<file path="src/rtl/ex_mem_latch_pkg.sv">
// Shared MEM-stage constants: store/load width encodings and default bus sizes.
// The EX/MEM latch and its pipeline-register primitive import this package.
package ex_mem_latch_pkg;

  localparam int unsigned DefaultBusSize     = 32;
  localparam int unsigned DefaultRegAddrSize = 5;

  // Store width select (i_mem_wr_src)
  localparam logic [1:0] MemWrWord = 2'd0;
  localparam logic [1:0] MemWrHalf = 2'd1;
  localparam logic [1:0] MemWrByte = 2'd2;

  // Load select (i_mem_rd_src)
  localparam logic [2:0] MemRdWord     = 3'd0;
  localparam logic [2:0] MemRdSextHalf = 3'd1;
  localparam logic [2:0] MemRdSextByte = 3'd2;
  localparam logic [2:0] MemRdUextHalf = 3'd3;
  localparam logic [2:0] MemRdUextByte = 3'd4;

  typedef enum logic [0:0] {
    StRun,
    StHalted
  } latch_state_e;

endpackage

</file>
<file path="src/rtl/pipe_reg.sv">
// Generic pipeline register with synchronous reset, advance enable and
// bubble load (an enabled edge with bubble set loads all zeros).
module pipe_reg #(
  parameter int unsigned Width = 8
) (
  input  logic             i_clk,
  input  logic             i_reset,
  input  logic             i_enable,
  input  logic             i_bubble,
  input  logic [Width-1:0] i_d,
  output logic [Width-1:0] o_q
);

  logic [Width-1:0] q_q;

  always_ff @(posedge i_clk) begin
    if (i_reset) begin
      q_q <= '0;
    end else if (i_enable) begin
      q_q <= i_bubble ? '0 : i_d;
    end
  end

  assign o_q = q_q;

endmodule

</file>
<file path="src/rtl/ex_mem_latch.sv">
// EX/MEM pipeline register: captures ALU result, store data, destination and
// MEM/WB control; supports stepping, flush-to-bubble and sticky HALT retirement.
module ex_mem_latch
  import ex_mem_latch_pkg::*;
#(
  parameter int unsigned BUS_SIZE      = DefaultBusSize,
  parameter int unsigned REG_ADDR_SIZE = DefaultRegAddrSize
) (
  input  logic                     i_clk,
  input  logic                     i_reset,
  input  logic                     i_enable,
  input  logic                     i_flush,
  input  logic                     i_halt,
  input  logic                     i_mem_wr_rd,
  input  logic [1:0]               i_mem_wr_src,
  input  logic [2:0]               i_mem_rd_src,
  input  logic                     i_reg_wr,
  input  logic                     i_mem_to_reg,
  input  logic [BUS_SIZE-1:0]      i_alu_res,
  input  logic [BUS_SIZE-1:0]      i_bus_b,
  input  logic [REG_ADDR_SIZE-1:0] i_rd_addr,
  output logic                     o_mem_wr_rd,
  output logic [1:0]               o_mem_wr_src,
  output logic [2:0]               o_mem_rd_src,
  output logic                     o_reg_wr,
  output logic                     o_mem_to_reg,
  output logic [BUS_SIZE-1:0]      o_alu_res,
  output logic [BUS_SIZE-1:0]      o_bus_b,
  output logic [REG_ADDR_SIZE-1:0] o_rd_addr,
  output logic                     o_valid,
  output logic                     o_halt
);

  localparam int unsigned FieldWidth = 8 + 2 * BUS_SIZE + REG_ADDR_SIZE;

  latch_state_e     state_q;
  logic             valid_q;
  logic             halt_q;
  logic             advance;
  logic             bubble;
  logic [FieldWidth-1:0] fields_d;
  logic [FieldWidth-1:0] fields_q;

  // HALTED forces an advancing bubble every edge regardless of enable/flush.
  always_comb begin
    advance = i_enable;
    bubble  = i_flush | i_halt;
    if (state_q == StHalted) begin
      advance = 1'b1;
      bubble  = 1'b1;
    end
  end

  assign fields_d = {i_mem_wr_rd, i_mem_wr_src, i_mem_rd_src, i_reg_wr, i_mem_to_reg,
                     i_alu_res, i_bus_b, i_rd_addr};

  pipe_reg #(
    .Width(FieldWidth)
  ) u_fields (
    .i_clk   (i_clk),
    .i_reset (i_reset),
    .i_enable(advance),
    .i_bubble(bubble),
    .i_d     (fields_d),
    .o_q     (fields_q)
  );

  assign {o_mem_wr_rd, o_mem_wr_src, o_mem_rd_src, o_reg_wr, o_mem_to_reg,
          o_alu_res, o_bus_b, o_rd_addr} = fields_q;

  always_ff @(posedge i_clk) begin
    if (i_reset) begin
      state_q <= StRun;
      valid_q <= 1'b0;
      halt_q  <= 1'b0;
    end else begin
      case (state_q)
        StRun: begin
          if (i_enable) begin
            valid_q <= ~(i_flush | i_halt);
            // A flushed HALT is squashed and never retires.
            if (!i_flush && i_halt) begin
              state_q <= StHalted;
              halt_q  <= 1'b1;
            end
          end
        end
        StHalted: begin
          valid_q <= 1'b0;
          halt_q  <= 1'b1;
        end
        default: begin
          state_q <= StRun;
          valid_q <= 1'b0;
          halt_q  <= 1'b0;
        end
      endcase
    end
  end

  assign o_valid = valid_q;
  assign o_halt  = halt_q;

endmodule

</file>
<file path="config.mk">
export PLATFORM = sky130hd
export DESIGN_NAME = ex_mem_latch
export DESIGN_NICKNAME = d
export VERILOG_FILES = /design/src/rtl/ex_mem_latch_pkg.sv /design/src/rtl/pipe_reg.sv /design/src/rtl/ex_mem_latch.sv
export SDC_FILE = /design/constraint.sdc
export NUM_CORES = 1
export LEC_CHECK = 0
export ABC_CLOCK_PERIOD_IN_PS = 2320
export BUFFER_PORTS_ARGS = -buffer_cell sky130_fd_sc_hd__clkbuf_2
export CELL_PAD_IN_SITES_DETAIL_PLACEMENT = 0
export CELL_PAD_IN_SITES_GLOBAL_PLACEMENT = 1
export CORE_ASPECT_RATIO = 0.6
export CORE_MARGIN = 10
export CORE_UTILIZATION = 33
export DETAILED_ROUTE_END_ITERATION = 6
export PLACE_DENSITY = 0.84
export SLEW_MARGIN = 10
export SYNTH_ARGS = -nofsm -noshare
export SYNTH_HDL_FRONTEND = slang
export SYNTH_SLANG_ARGS = --single-unit
</file>
<file path="constraint.sdc">
create_clock -name i_clk -period 2.32 [get_ports i_clk]
set_input_delay 0.348 -clock i_clk [delete_from_list [all_inputs] [get_ports i_clk]]
set_output_delay 0.348 -clock i_clk [all_outputs]
set_load 0.1 [all_outputs]
</file>
# == After elaboration in Yosys (flattened, before gate mapping) ==
# Cells that the tools add are included.
# Widths: inputs -> output; s select.
# op_classes
n_bitwise,3
n_reduce_logical,3
mux,11
n_eq_ne,2
# op_table
op,count
$mux 77,1
$mux 1,8
$ne 2x2->1 const B,2
$pmux 1 s2,2
$not 1->1,2
$reduce_and 2->1,1
$logic_and 1x1->1,1
$logic_not 1->1,1
$or 1x1->1,1
# word_totals
input_bits,82
output_inout_bits,79
word_cells,23
reg_bits,80

# == Logic depth before layout (Yosys ltp) ==
# logic_depth
ltp_word,5
ltp_mapped,5
depth_no_buf,2

# == Modules after synthesis ==
# Synthesis repeated with hierarchy kept, for this count alone.
# unflattened
cells_unflattened,355
hier_area_um2,3310.7
# modules_own_cells
module,seq_area_each_um2,n_inst,cells_each,area_per_inst_um2
pipe_reg,1541.5,1,342,3183.1
ex_mem_latch,60.1,1,13,127.6

# == Worst setup path after synthesis ==
# Ideal clock, no wire load.
# synth_path
kind,reg2reg
start,"register, netlist name u_fields.o_q[5]"
end,register u_fields.q_q[5] (netlist: u_fields.o_q[5])
stages_incl_launch_ff,3
t_required_ns,2.261
setup_ns,0.059
path_buffers,0
arrival_ns,1.335
period_less_slack_ns,1.394
slack_ns,0.926
cell_sequence,dfxtp_1 nor4b_1 a31o_1
# synth_lines
item,line_no,text
end signal: assignment,pipe_reg.sv:20,q_q <= i_bubble ? '0 : i_d;
end: declaration,pipe_reg.sv:14,logic [Width-1:0] q_q;

# == Worst setup path in the final report ==
# layout_path
start,register u_fields.q_q[20] (netlist: u_fields.o_q[20])
end,output o_bus_b[15]
# layout_lines
item,line_no,text
end: declaration,ex_mem_latch.sv:28,"output logic [BUS_SIZE-1:0] o_bus_b,"
# No word-level cell between the ends.

==> impl_metrics.xml <==
<?xml version="1.0" encoding="UTF-8"?>
<metrics>
  <group name="timing">
    <metric name="fin_crit" unit="ps">1500</metric>
    <metric name="timing_hold_violations_final" unit="">0</metric>
    <metric name="setup_viol" unit="">0</metric>
    <metric name="worst-slew-pin-transition" unit="ps">568</metric>
    <metric name="max_slew_margin" unit="%">62.3</metric>
    <metric name="grt_setup_unrepaired" unit="">false</metric>
    <metric name="max_freq" unit="GHz">0.665</metric>
    <metric name="finalSetupTns" unit="ps">0</metric>
    <metric name="period_utilization_post_route" unit="%">64.8</metric>
    <metric name="slew_violations" unit="">0</metric>
    <metric name="clock_skew" unit="ps">2.56</metric>
    <metric name="holdWs" unit="ps">240</metric>
  </group>
  <group name="synth">
    <metric name="post_syn_area" unit="um^2">2580</metric>
    <metric name="synthesis.yosys.warnings" unit="">0</metric>
    <metric name="avgSynthCellArea" unit="um^2">13.2</metric>
    <metric name="synth_ff_type" unit="">dfxtp_1</metric>
    <metric name="synth_fp_nets" unit="">278</metric>
    <metric name="yosys.area.top_type" unit="">dfxtp_1</metric>
    <metric name="post_synth_main_area_contributors" unit="">dfxtp_1, a32o_1, buf_2</metric>
    <metric name="synth_sequential_area_ratio" unit="%">62.0</metric>
    <metric name="synth-seq-cells" unit="">80</metric>
    <metric name="ys_types" unit="">16</metric>
    <metric name="synthDominantCellAreaShare" unit="%">62.0</metric>
    <metric name="synth_common_cells" unit="">dfxtp_1, a32o_1, buf_2, clkbuf_1</metric>
    <metric name="synthMostInstantiatedCell" unit="">dfxtp_1</metric>
    <metric name="synth_edf_count" unit="">0</metric>
    <metric name="asyncSetResetFlopFracSynth" unit="%">0</metric>
    <metric name="syn-instance-count" unit="">196</metric>
  </group>
  <group name="power">
    <metric name="power_density" unit="nW/um^2">917</metric>
    <metric name="worst_ir_drop_vdd" unit="uV">505</metric>
    <metric name="power.static_leakage" unit="nW">1.71</metric>
  </group>
  <group name="die">
    <metric name="floorplan.initialDensity" unit="%">34.8</metric>
    <metric name="chipWidth" unit="um">134</metric>
    <metric name="row_count" unit="">24</metric>
    <metric name="die_area" unit="um^2">11900</metric>
    <metric name="i_o_pin_total" unit="">161</metric>
    <metric name="fp.coreArea" unit="um^2">7420</metric>
    <metric name="die-height" unit="um">88.5</metric>
  </group>
  <group name="global_routing">
    <metric name="number_of_global_route_vias_before_repair" unit="">2444</metric>
    <metric name="antenna_found_initial" unit="">0</metric>
    <metric name="maximum_number_of_pins_on_one_net_before_global_route_repair" unit="">47</metric>
    <metric name="globalRoute.totalOverflow" unit="">0</metric>
    <metric name="grt_pass1_wl" unit="um">12700</metric>
    <metric name="global_route.usage.total" unit="%">13.3</metric>
  </group>
  <group name="placed_design">
    <metric name="place.gp.congestion" unit="">0.771</metric>
    <metric name="place.port_buffers" unit="">160</metric>
    <metric name="dpl.hpwl" unit="um">6160</metric>
  </group>
  <group name="critical_path">
    <metric name="crit_buf_inv" unit="">1</metric>
    <metric name="path_depth" unit="">1</metric>
    <metric name="crit_path_end_kind" unit="">primary output</metric>
    <metric name="worst_endpoint_data_arrival_time" unit="ps">1160</metric>
    <metric name="crit_end" unit="">o_bus_b[15]</metric>
    <metric name="critPathRequiredTime" unit="ps">1970</metric>
    <metric name="worst-setup-path-type" unit="">reg -&gt; out</metric>
    <metric name="rr_worst_depth" unit="">3</metric>
    <metric name="path_max_fanout" unit="">2</metric>
    <metric name="r2r-end" unit="">u_fields.o_q[12]</metric>
    <metric name="path_cells" unit="">clkbuf_2</metric>
    <metric name="critPathSlowestCell" unit="">clkbuf_2</metric>
    <metric name="startpoint_of_the_most_critical_register_to_register_path" unit="">state_q</metric>
    <metric name="startpoint" unit="">u_fields.o_q[20]</metric>
    <metric name="setup.worst_path.start_class" unit="">flip-flop</metric>
    <metric name="path_delay_family" unit="">buffers and inverters</metric>
    <metric name="timing.critical_path.slowest_cell_delay" unit="ps">480</metric>
    <metric name="reg2reg_setup_slack" unit="ps">1000</metric>
  </group>
  <group name="clocking">
    <metric name="clk_path_buf_depth" unit="">2</metric>
    <metric name="post_cts_resized" unit="">0</metric>
    <metric name="cts.reportedPaths.clkPinSlew" unit="ps">60</metric>
    <metric name="cts.repair_timing.setup_buffer_count" unit="">0</metric>
    <metric name="cts.hold.buffers_added" unit="">0</metric>
    <metric name="tritoncts" unit="">built</metric>
    <metric name="clockRootBuffer" unit="">clkbuf_16</metric>
    <metric name="insertion_delay" unit="ps">330</metric>
    <metric name="htree_num_levels" unit="">3</metric>
    <metric name="clkSinkCount" unit="">80</metric>
    <metric name="numCtsBuffers" unit="">9</metric>
  </group>
  <group name="finish">
    <metric name="layout_net_count" unit="">429</metric>
    <metric name="flow.area_growth_from_synthesis" unit="%">46.7</metric>
    <metric name="drive_gt1_share" unit="%">52.3</metric>
    <metric name="antenna_cells" unit="">0</metric>
    <metric name="final.fill_count" unit="">665</metric>
    <metric name="post-route-util" unit="%">51.0</metric>
  </group>
  <group name="run_status">
    <metric name="outcome" unit="">completed</metric>
  </group>
  <group name="route">
    <metric name="drt.antenna.violating_nets" unit="">0</metric>
    <metric name="drc_errors" unit="">0</metric>
    <metric name="firstDrtPassIters" unit="">4</metric>
    <metric name="avgRoutedWirePerCell" unit="um">17.9</metric>
    <metric name="finalWirelength" unit="um">8160</metric>
    <metric name="detail_route.vias_per_cell" unit="">5.14</metric>
    <metric name="detailed_route_via_count" unit="">2346</metric>
    <metric name="drtIter0Drc" unit="">125</metric>
  </group>
  <group name="flow_run">
    <metric name="cap_violations" unit="">0</metric>
  </group>
  <group name="min_path">
    <metric name="min_path_type" unit="">in -&gt; reg</metric>
  </group>
</metrics>
[per-layer routing]
metal	up-vias	routed length (um)	global-route usage [%]
met5	-	0	0
met4	0	84	4.62
met3	8	894	8.54
met2	104	3530	19.8
met1	1115	3650	15.4
li1	1119	-	-
[layout by cell type (no fill, tap or decap)]
cell / synthesis / layout
nor2b_1: 1 / 1
clkinvlp_4: 0 / 1
clkinv_2: 0 / 2
a31o_1: 3 / 3
nand3b_1: 1 / 1
clkbuf_16: 0 / 9
nor3b_4: 0 / 1
nor4b_1: 3 / 3
inv_1: 1 / 1
bufinv_16: 0 / 3
nor2_1: 1 / 1
a21oi_1: 2 / 2
clkbuf_2: 0 / 160
buf_4: 3 / 6
dfxtp_1: 80 / 80
o21a_1: 1 / 1
a32o_1: 74 / 74
clkbuf_1: 11 / 1
nor3_2: 0 / 1
nor2_4: 0 / 1
[cell type report]
| type | instances | area, um^2 | area share, % |
|---|---|---|---|
| multi-input combinational | 89 | 868 | 22.9 |
| sequential | 80 | 1600 | 42.3 |
| tap | 104 | 130 | 3.44 |
| clock inverter | 6 | 108 | 2.84 |
| clock buffer | 10 | 229 | 6.05 |
| timing repair buffer | 166 | 846 | 22.3 |
| inverter | 1 | 3.75 | 0.0991 |
[where the power goes]
| group | switching, mW | internal (mW) | leakage, nW |
|---|---|---|---|
| sequential | 0.0190 | 1.41 | 0.648 |
| combinational | 0.358 | 0.107 | 0.903 |
| clock | 0.532 | 1.05 | 0.162 |
[kinds of logic after synthesis]
group / share of synthesized area [%]
AOI/OAI and AO/OA: 30.4
buffers and inverters: 4.94
and+or+nand+nor: 2.62
DFF: 62.0
[flip-flops by register name, summed over array words and instances, names as in the netlist]
| name | cells |
|---|---|
| u_fields.o_q | 77 |
| o_halt | 1 |
| o_valid | 1 |
| state_q | 1 |
[how the worst min path moves through the flow]
stage	from	end	slack [ps]	cells past startpoint
finish	i_mem_rd_src[1]	u_fields.o_q[72]	240	2
global route	i_mem_rd_src[1]	u_fields.o_q[72]	220	2
CTS	i_mem_rd_src[1]	u_fields.o_q[72]	230	2
detailed placement	u_fields.o_q[42]	u_fields.o_q[42]	450	1
global placement	u_fields.o_q[1]	u_fields.o_q[1]	450	1
floorplan	i_bus_b[0]	u_fields.o_q[5]	480	1
[stage by stage]
step | setup slack [ps] | cells | power, mW | area [um^2]
global route | 766 | 456 | 3.62 | 3790
detailed placement | 844 | 440 | 1.93 | 3450
finish | 817 | 456 | 3.47 | 3790
global placement | 891 | 440 | 1.92 | 3450
floorplan | 926 | 196 | 1.79 | 2580
CTS | 807 | 456 | 3.52 | 3790
No activity file was read; power rests on OpenSTA's default activity.
